===== src/rtl/mem_dump_tx_pkg.sv =====
// Shared constants, FSM encoding and timing helpers for the memory dump transmitter
// and its byte serializer.
package mem_dump_tx_pkg;

    localparam logic [7:0]  SYNC_BYTE = 8'hA5;
    localparam int unsigned BYTE_BITS = 10;

    typedef enum logic [2:0] {
        StIdle,
        StSync,
        StFetch,
        StWait,
        StSend,
        StCsum,
        StCsumSend,
        StFin
    } state_e;

    function automatic int unsigned calc_div(input int unsigned clk_freq,
                                             input int unsigned baud);
        return clk_freq / baud;
    endfunction

    // Sync byte + memory bytes + checksum byte.
    function automatic int unsigned frame_len(input int unsigned addr_w);
        return (1 << addr_w) + 2;
    endfunction

    localparam int unsigned FRAME_LEN = frame_len(4);

endpackage


===== src/rtl/uart_tx_byte.sv =====
// 8N1 byte serializer: start bit, eight data bits LSB first, stop bit, each DIV clocks.
// tx_ready is also high in the final clock of a stop bit so bytes can be sent back to back.
module uart_tx_byte
    import mem_dump_tx_pkg::*;
#(
    parameter int unsigned DIV = 434
) (
    input  logic       clk,
    input  logic       rst,
    input  logic       tx_load,
    input  logic [7:0] tx_data,
    output logic       tx_ready,
    output logic       txd
);

    localparam int unsigned     CNT_W    = (DIV > 1) ? $clog2(DIV) : 1;
    localparam logic [CNT_W-1:0] CNT_LAST = CNT_W'(DIV - 1);
    localparam logic [3:0]      BIT_LAST = 4'(BYTE_BITS - 1);

    logic             active_q, active_d;
    logic [CNT_W-1:0] cnt_q, cnt_d;
    logic [3:0]       bit_q, bit_d;
    logic [9:0]       shift_q, shift_d;
    logic             bit_end;

    assign bit_end  = (cnt_q == CNT_LAST);
    assign tx_ready = !active_q || (bit_end && (bit_q == BIT_LAST));
    // Driven from reset-cleared state so a reset forces the line idle at once.
    assign txd      = active_q ? shift_q[0] : 1'b1;

    always_comb begin
        active_d = active_q;
        cnt_d    = cnt_q;
        bit_d    = bit_q;
        shift_d  = shift_q;
        if (active_q) begin
            if (bit_end) begin
                cnt_d   = '0;
                bit_d   = bit_q + 4'd1;
                shift_d = {1'b1, shift_q[9:1]};
                if (bit_q == BIT_LAST) begin
                    active_d = 1'b0;
                end
            end else begin
                cnt_d = cnt_q + 1'b1;
            end
        end
        if (tx_load && tx_ready) begin
            active_d = 1'b1;
            cnt_d    = '0;
            bit_d    = '0;
            shift_d  = {1'b1, tx_data, 1'b0};
        end
    end

    always_ff @(posedge clk or negedge rst) begin
        if (!rst) begin
            active_q <= 1'b0;
            cnt_q    <= '0;
            bit_q    <= '0;
            shift_q  <= '1;
        end else begin
            active_q <= active_d;
            cnt_q    <= cnt_d;
            bit_q    <= bit_d;
            shift_q  <= shift_d;
        end
    end

endmodule


===== src/rtl/mem_dump_tx.sv =====
// Dumps the whole program memory over UART as: sync byte, memory bytes, mod-256 checksum.
// Memory bytes are prefetched while the previous byte is still on the line.
module mem_dump_tx
    import mem_dump_tx_pkg::*;
#(
    parameter int unsigned CLK_FREQ = 50000000,
    parameter int unsigned BAUD     = 115200,
    parameter int unsigned ADDR_W   = 4
) (
    input  logic              clk,
    input  logic              rst,
    input  logic              start,
    output logic [ADDR_W-1:0] rd_addr,
    input  logic [7:0]        rd_data,
    output logic              UART_TXD,
    output logic              busy,
    output logic              done
);

    localparam int unsigned DIV = calc_div(CLK_FREQ, BAUD);

    state_e            state_q, state_d;
    logic              start_q;
    logic              start_edge;
    logic [ADDR_W-1:0] addr_q;
    logic [7:0]        csum_q;
    logic [7:0]        data_q;
    logic              tx_load;
    logic [7:0]        tx_data;
    logic              tx_ready;
    logic              last_addr;

    assign start_edge = start && !start_q;
    assign last_addr  = (addr_q == '1);
    assign rd_addr    = addr_q;

    always_ff @(posedge clk or negedge rst) begin
        if (!rst) begin
            state_q <= StIdle;
        end else begin
            state_q <= state_d;
        end
    end

    always_comb begin
        state_d = state_q;
        unique case (state_q)
            StIdle:     if (start_edge) state_d = StSync;
            StSync:     state_d = StFetch;
            StFetch:    state_d = StWait;
            StWait:     state_d = StSend;
            StSend:     if (tx_ready) state_d = last_addr ? StCsum : StFetch;
            StCsum:     if (tx_ready) state_d = StCsumSend;
            StCsumSend: if (tx_ready) state_d = StFin;
            StFin:      state_d = StIdle;
            default:    state_d = StIdle;
        endcase
    end

    always_comb begin
        tx_load = 1'b0;
        tx_data = 8'h00;
        busy    = 1'b1;
        done    = 1'b0;
        unique case (state_q)
            StIdle: busy = 1'b0;
            StSync: begin
                tx_load = 1'b1;
                tx_data = SYNC_BYTE;
            end
            StSend: begin
                tx_load = tx_ready;
                tx_data = data_q;
            end
            StCsum: begin
                tx_load = tx_ready;
                tx_data = csum_q;
            end
            StFin: begin
                busy = 1'b0;
                done = 1'b1;
            end
            default: ;
        endcase
    end

    always_ff @(posedge clk or negedge rst) begin
        if (!rst) begin
            start_q <= 1'b0;
            addr_q  <= '0;
            csum_q  <= '0;
            data_q  <= '0;
        end else begin
            start_q <= start;
            case (state_q)
                StSync: begin
                    addr_q <= '0;
                    csum_q <= '0;
                end
                StWait: begin
                    data_q <= rd_data;
                    csum_q <= csum_q + rd_data;
                end
                // Address stops at the last byte; it never wraps mid-dump.
                StSend: if (tx_ready && !last_addr) addr_q <= addr_q + 1'b1;
                StFin:  addr_q <= '0;
                default: ;
            endcase
        end
    end

    uart_tx_byte #(
        .DIV(DIV)
    ) u_tx (
        .clk     (clk),
        .rst     (rst),
        .tx_load (tx_load),
        .tx_data (tx_data),
        .tx_ready(tx_ready),
        .txd     (UART_TXD)
    );

endmodule


===== config.mk =====
export PLATFORM = sky130hd
export DESIGN_NAME = mem_dump_tx
export DESIGN_NICKNAME = d
export VERILOG_FILES = /design/src/rtl/mem_dump_tx_pkg.sv /design/src/rtl/uart_tx_byte.sv /design/src/rtl/mem_dump_tx.sv
export SDC_FILE = /design/constraint.sdc
export NUM_CORES = 1
export LEC_CHECK = 0
export ABC_AREA = 1
export CAP_MARGIN = 30
export CORE_ASPECT_RATIO = 2
export CORE_MARGIN = 4
export CORE_UTILIZATION = 50
export DETAILED_ROUTE_END_ITERATION = 6
export GPL_ROUTABILITY_DRIVEN = 0
export PLACE_DENSITY = 0.7
export SLEW_MARGIN = 20
export SYNTH_ARGS = -nofsm -noshare
export SYNTH_HDL_FRONTEND = slang
export SYNTH_SLANG_ARGS = --single-unit

===== constraint.sdc =====
create_clock -name clk -period 1.9 [get_ports clk]
set_input_delay 0.19 -clock clk [delete_from_list [all_inputs] [get_ports clk]]
set_output_delay 0.19 -clock clk [all_outputs]
set_load 0.05 [all_outputs]

==> implementation parameters <==
Parameter                              Value

Status
  Status ... finished clean

Die
  Number of ports placed on the die boundary ... 18
  Starting density of the core ... between 50% and 60%
  Core Rows ... 38
  Die Height ... 115 microns
  DIE AREA ... a little over 7000 sq um
  Std-Cell Core Area ... 5470 sq um
  Die X ... between 60 and 70 microns

Synthesis
  Number of distinct standard cells referenced by the synthesized netlist ... 33
  Number of warnings reported in the yosys synthesis log ... 0
  Gate count after technology mapping ... 366
  Most instantiated flip-flop cell in the synthesis netlist ... dfrtp_1
  Cells taking the most area after synthesis ... dfrtp_1 (33%), nand2_1 (17%), dfstp_2 (8.3%), ha_1 (5.3%), nand3_1 (5.3%)
  Syn_area_per_cell ... about 7.8 sq um
  Netlist Area Pre-Place ... ~2800 sq um
  Count leader, synth ... nand2_1
  Portion of the post-synthesis area used by sequential elements ... around two fifths
  Most frequent cells after synthesis ... nand2_1 (126), dfrtp_1 (38), nand3_1 (30)
  #FFs+latches synth ... 47
  Mapped Nets ... 390
  Fraction of synthesized cell area taken by the top area cell type ... between 30% and 40%
  Number of enable-type register cells in the synthesized netlist ... 0
  Share of synthesized registers carrying an async set or reset ... between 90% and 100%
  Library cell with the largest summed area after synthesis ... dfrtp_1

Worst setup path
  Crit-path leading delay family ... buffers and inverters
  CP required ... approximately 1.7 ns
  Type of element capturing the critical path ... output port
  Buffer and inverter count on the worst path ... 1
  Critical path's slowest cell ... clkdlybuf4s50_1
  Crit-path max cell delay ... ~0.84 ns
  Worst Path Max Fanout ... 5
  Type of element launching the critical path ... flip-flop
  Chain of cells forming the critical path ... clkdlybuf4s50_1
  Crit Path Category ... reg2out
  WP data arrival ... ~1.6 ns

CTS
  Buffer depth of the longest clock path ... 2
  Number of buffers created by CTS ... 5
  Clock transition at the register clock pins on the worst setup and hold paths after CTS ... 0.09 ns
  Number of setup buffers added after CTS ... 0
  H-tree levels ... 2
  Clock latency on the worst-skew pair ... about 0.3 ns
  TritonCTS Sinks ... 47
  Clock tree from TritonCTS ... built
  Root Driver ... clkbuf_8

Job
  Max-capacitance violation count ... 0

Finish
  Share of layout cells above drive strength 1 ... between 10% and 20%
  Antenna diode instance count ... 0
  Filler cell count in the final layout ... between 500 and 600
  Layout Utilization ... roughly 60%
  Post-layout net count ... slightly above 400
  Area growth from synthesis to layout ... 13.6%
  Area of combinational cells with multiple inputs ... 1470 sq um
  Area taken by flip-flops and latches ... between 1000 and 1500 sq um

Detailed routing
  Number of nets with antenna violations after detailed routing ... 0
  Drt total wl ... between 6000 and 7000 microns
  Iter 0 DRT Violations ... a little under 90
  Average detailed-routed wire length per instance ... 13.4 microns
  Detailed-route DRC error count ... 0
  Via count ... between 2000 and 2500
  Vias per cell ... 5.37
  First-pass detailed-route iteration total ... 5

STA
  Largest clock skew in the final design ... 0.00457 ns
  Total count of hold-check failures in the final report ... 0
  Max-slew headroom at the worst pin ... 60.6%
  Highest clock rate ... 573 MHz
  Final count of negative-setup-slack endpoints ... 0
  Worst hold slack ... 0.357 ns
  Worst Tran Pin Value ... around 0.6 ns
  Max Transition Viols Final ... 0
  Setup repair after global routing missed its margin ... false
  Share of the clock period used by the worst path ... 91.9%
  Final critical delay including setup and external delays ... about 1.7 ns
  Setup TNS Final ... 0 ns

Pwr
  Switching power total ... about 1600 uW
  Sequential fraction of design power ... 42.5%
  Leakage dissipation ... around 0.0016 uW
  Highest ir drop seen on vdd ... ~0.8 mV
  Net switching share of the total power ... a little over two fifths
  Combinational group share of total power ... between 40% and 50%
  Power Dens Cells ... 1200 nW/um^2
  Cell internal pwr ... roughly 2300 uW
  Clock share of power ... between 10% and 20%

Placed design
  Total of buffers placed on input and output ports ... 17
  Detailed placement HPWL ... approximately 4500 microns

GRT
  Maximum number of pins on one net before global-route repair ... between 40 and 50
  Vias in the first global route ... 2461
  Overflow after GRT ... 0
  First-pass GRT wire length ... roughly 11000 microns
  Global Route Usage Sum ... about 20%
  Initial antenna violation count ... 0

Hold path
  Type of the tightest min-delay check ... in2reg
==> per-layer routing <==
metal | wire length [microns] | up-vias | track usage, %
met4 | 119 | 0 | 6.66
li1 | - | 1244 | -
met5 | 0 | - | 0
met3 | 106 | 6 | 2.03
met1 | 2290 | 1148 | 20.2
met2 | 3540 | 28 | 37.8
==> state kept, by name (all words and copies together) (netlist names) <==
| register | flops |
|---|---|
| state_q | 3 |
| u_tx.shift_q | 9 |
| start_q | 1 |
| u_tx.cnt_q | 9 |
| u_tx.bit_q | 4 |
| csum_q | 8 |
| u_tx.active_q | 1 |
| rd_addr | 4 |
| data_q | 8 |
==> cell families after synthesis <==
family | synth area share [%]
XOR/XNOR | 2.77
flip-flops | 41.7
adder cells (fa/ha/maj) | 5.98
AND/OR/NAND/NOR | 29.8
buffers and inverters | 7.16
AO/OA/AOI/OAI | 12.5
==> timing repair <==
action / 4_1_cts / 5_1_grt
setup endpoints to repair: 0 / 2
endpoints found under the hold margin: 4 / 0
gates resized for setup: 0 / 1
hold buffers: 1 / 0
==> power groups by stage <==
stage / logic, uW / clock network (uW) / registers [uW]
after floorplan: 1160 / 0 / 1650
after CTS: 1650 / 617 / 1650
final: 1630 / 594 / 1650
after detailed placement: 1650 / 0 / 1670
after global routing: 1890 / 654 / 1700
after global placement: 1600 / 0 / 1660
==> metrics by stage <==
stage	total power [uW]	instances	worst slack, ns	area [sq um]
2_1_floorplan	2800	366	0.00367	2850
3_5_place_dp	3310	442	-0.0320	3130
5_1_grt	4240	452	0.0607	3230
6_report	3880	452	0.154	3230
4_1_cts	3920	451	0.135	3220
3_3_place_gp	3260	442	0.0470	3130
==> worst paths after layout <==
| path | startpoint | end | slack, ns | depth (start not counted) |
|---|---|---|---|---|
| worst max-delay path | rd_addr[2]$_DFFE_PN0P_ | rd_addr[2] | 0.15 | 1 |
| worst min-delay path | start | start_q$_DFF_PN0_ | 0.36 | 1 |
| worst max register to register | csum_q[0]$_DFFE_PN0P_ | csum_q[4]$_DFFE_PN0P_ | 0.22 | 7 |
| worst min register to register | u_tx.shift_q[0]$_DFFE_PN1P_ | u_tx.shift_q[0]$_DFFE_PN1P_ | 0.46 | 2 |
| max in group asynchronous | rst | data_q[7]$_DFFE_PN0P_ | 1.00 | 3 |
| min in group asynchronous | rst | u_tx.cnt_q[4]$_DFFE_PN0P_ | 0.50 | 3 |
==> layout make-up <==
cell class                      instances  area share, %
Multi-Input combinational cell        275           45.3
Sequential cell                        47           36.7
Timing Repair Buffer                   28           9.05
Inverter                               34           3.95
Tap cell                               60           2.32
Clock buffer                            6           2.24
Clock inverter                          2          0.387
==> layout by cell type, fill, tap and decap left out, types with 10 or more instances in the layout <==
| cell type | Yosys | layout |
|---|---|---|
| a21oi_1 | 12 | 12 |
| nand4_1 | 10 | 10 |
| inv_1 | 27 | 27 |
| o21ai_0 | 23 | 23 |
| ha_1 | 12 | 12 |
| nand3_1 | 30 | 30 |
| dfrtp_1 | 38 | 38 |
| nor2_1 | 22 | 21 |
| clkdlybuf4s50_1 | 0 | 13 |
| nand2_1 | 126 | 126 |
Power figures use the tool's default switching activity.
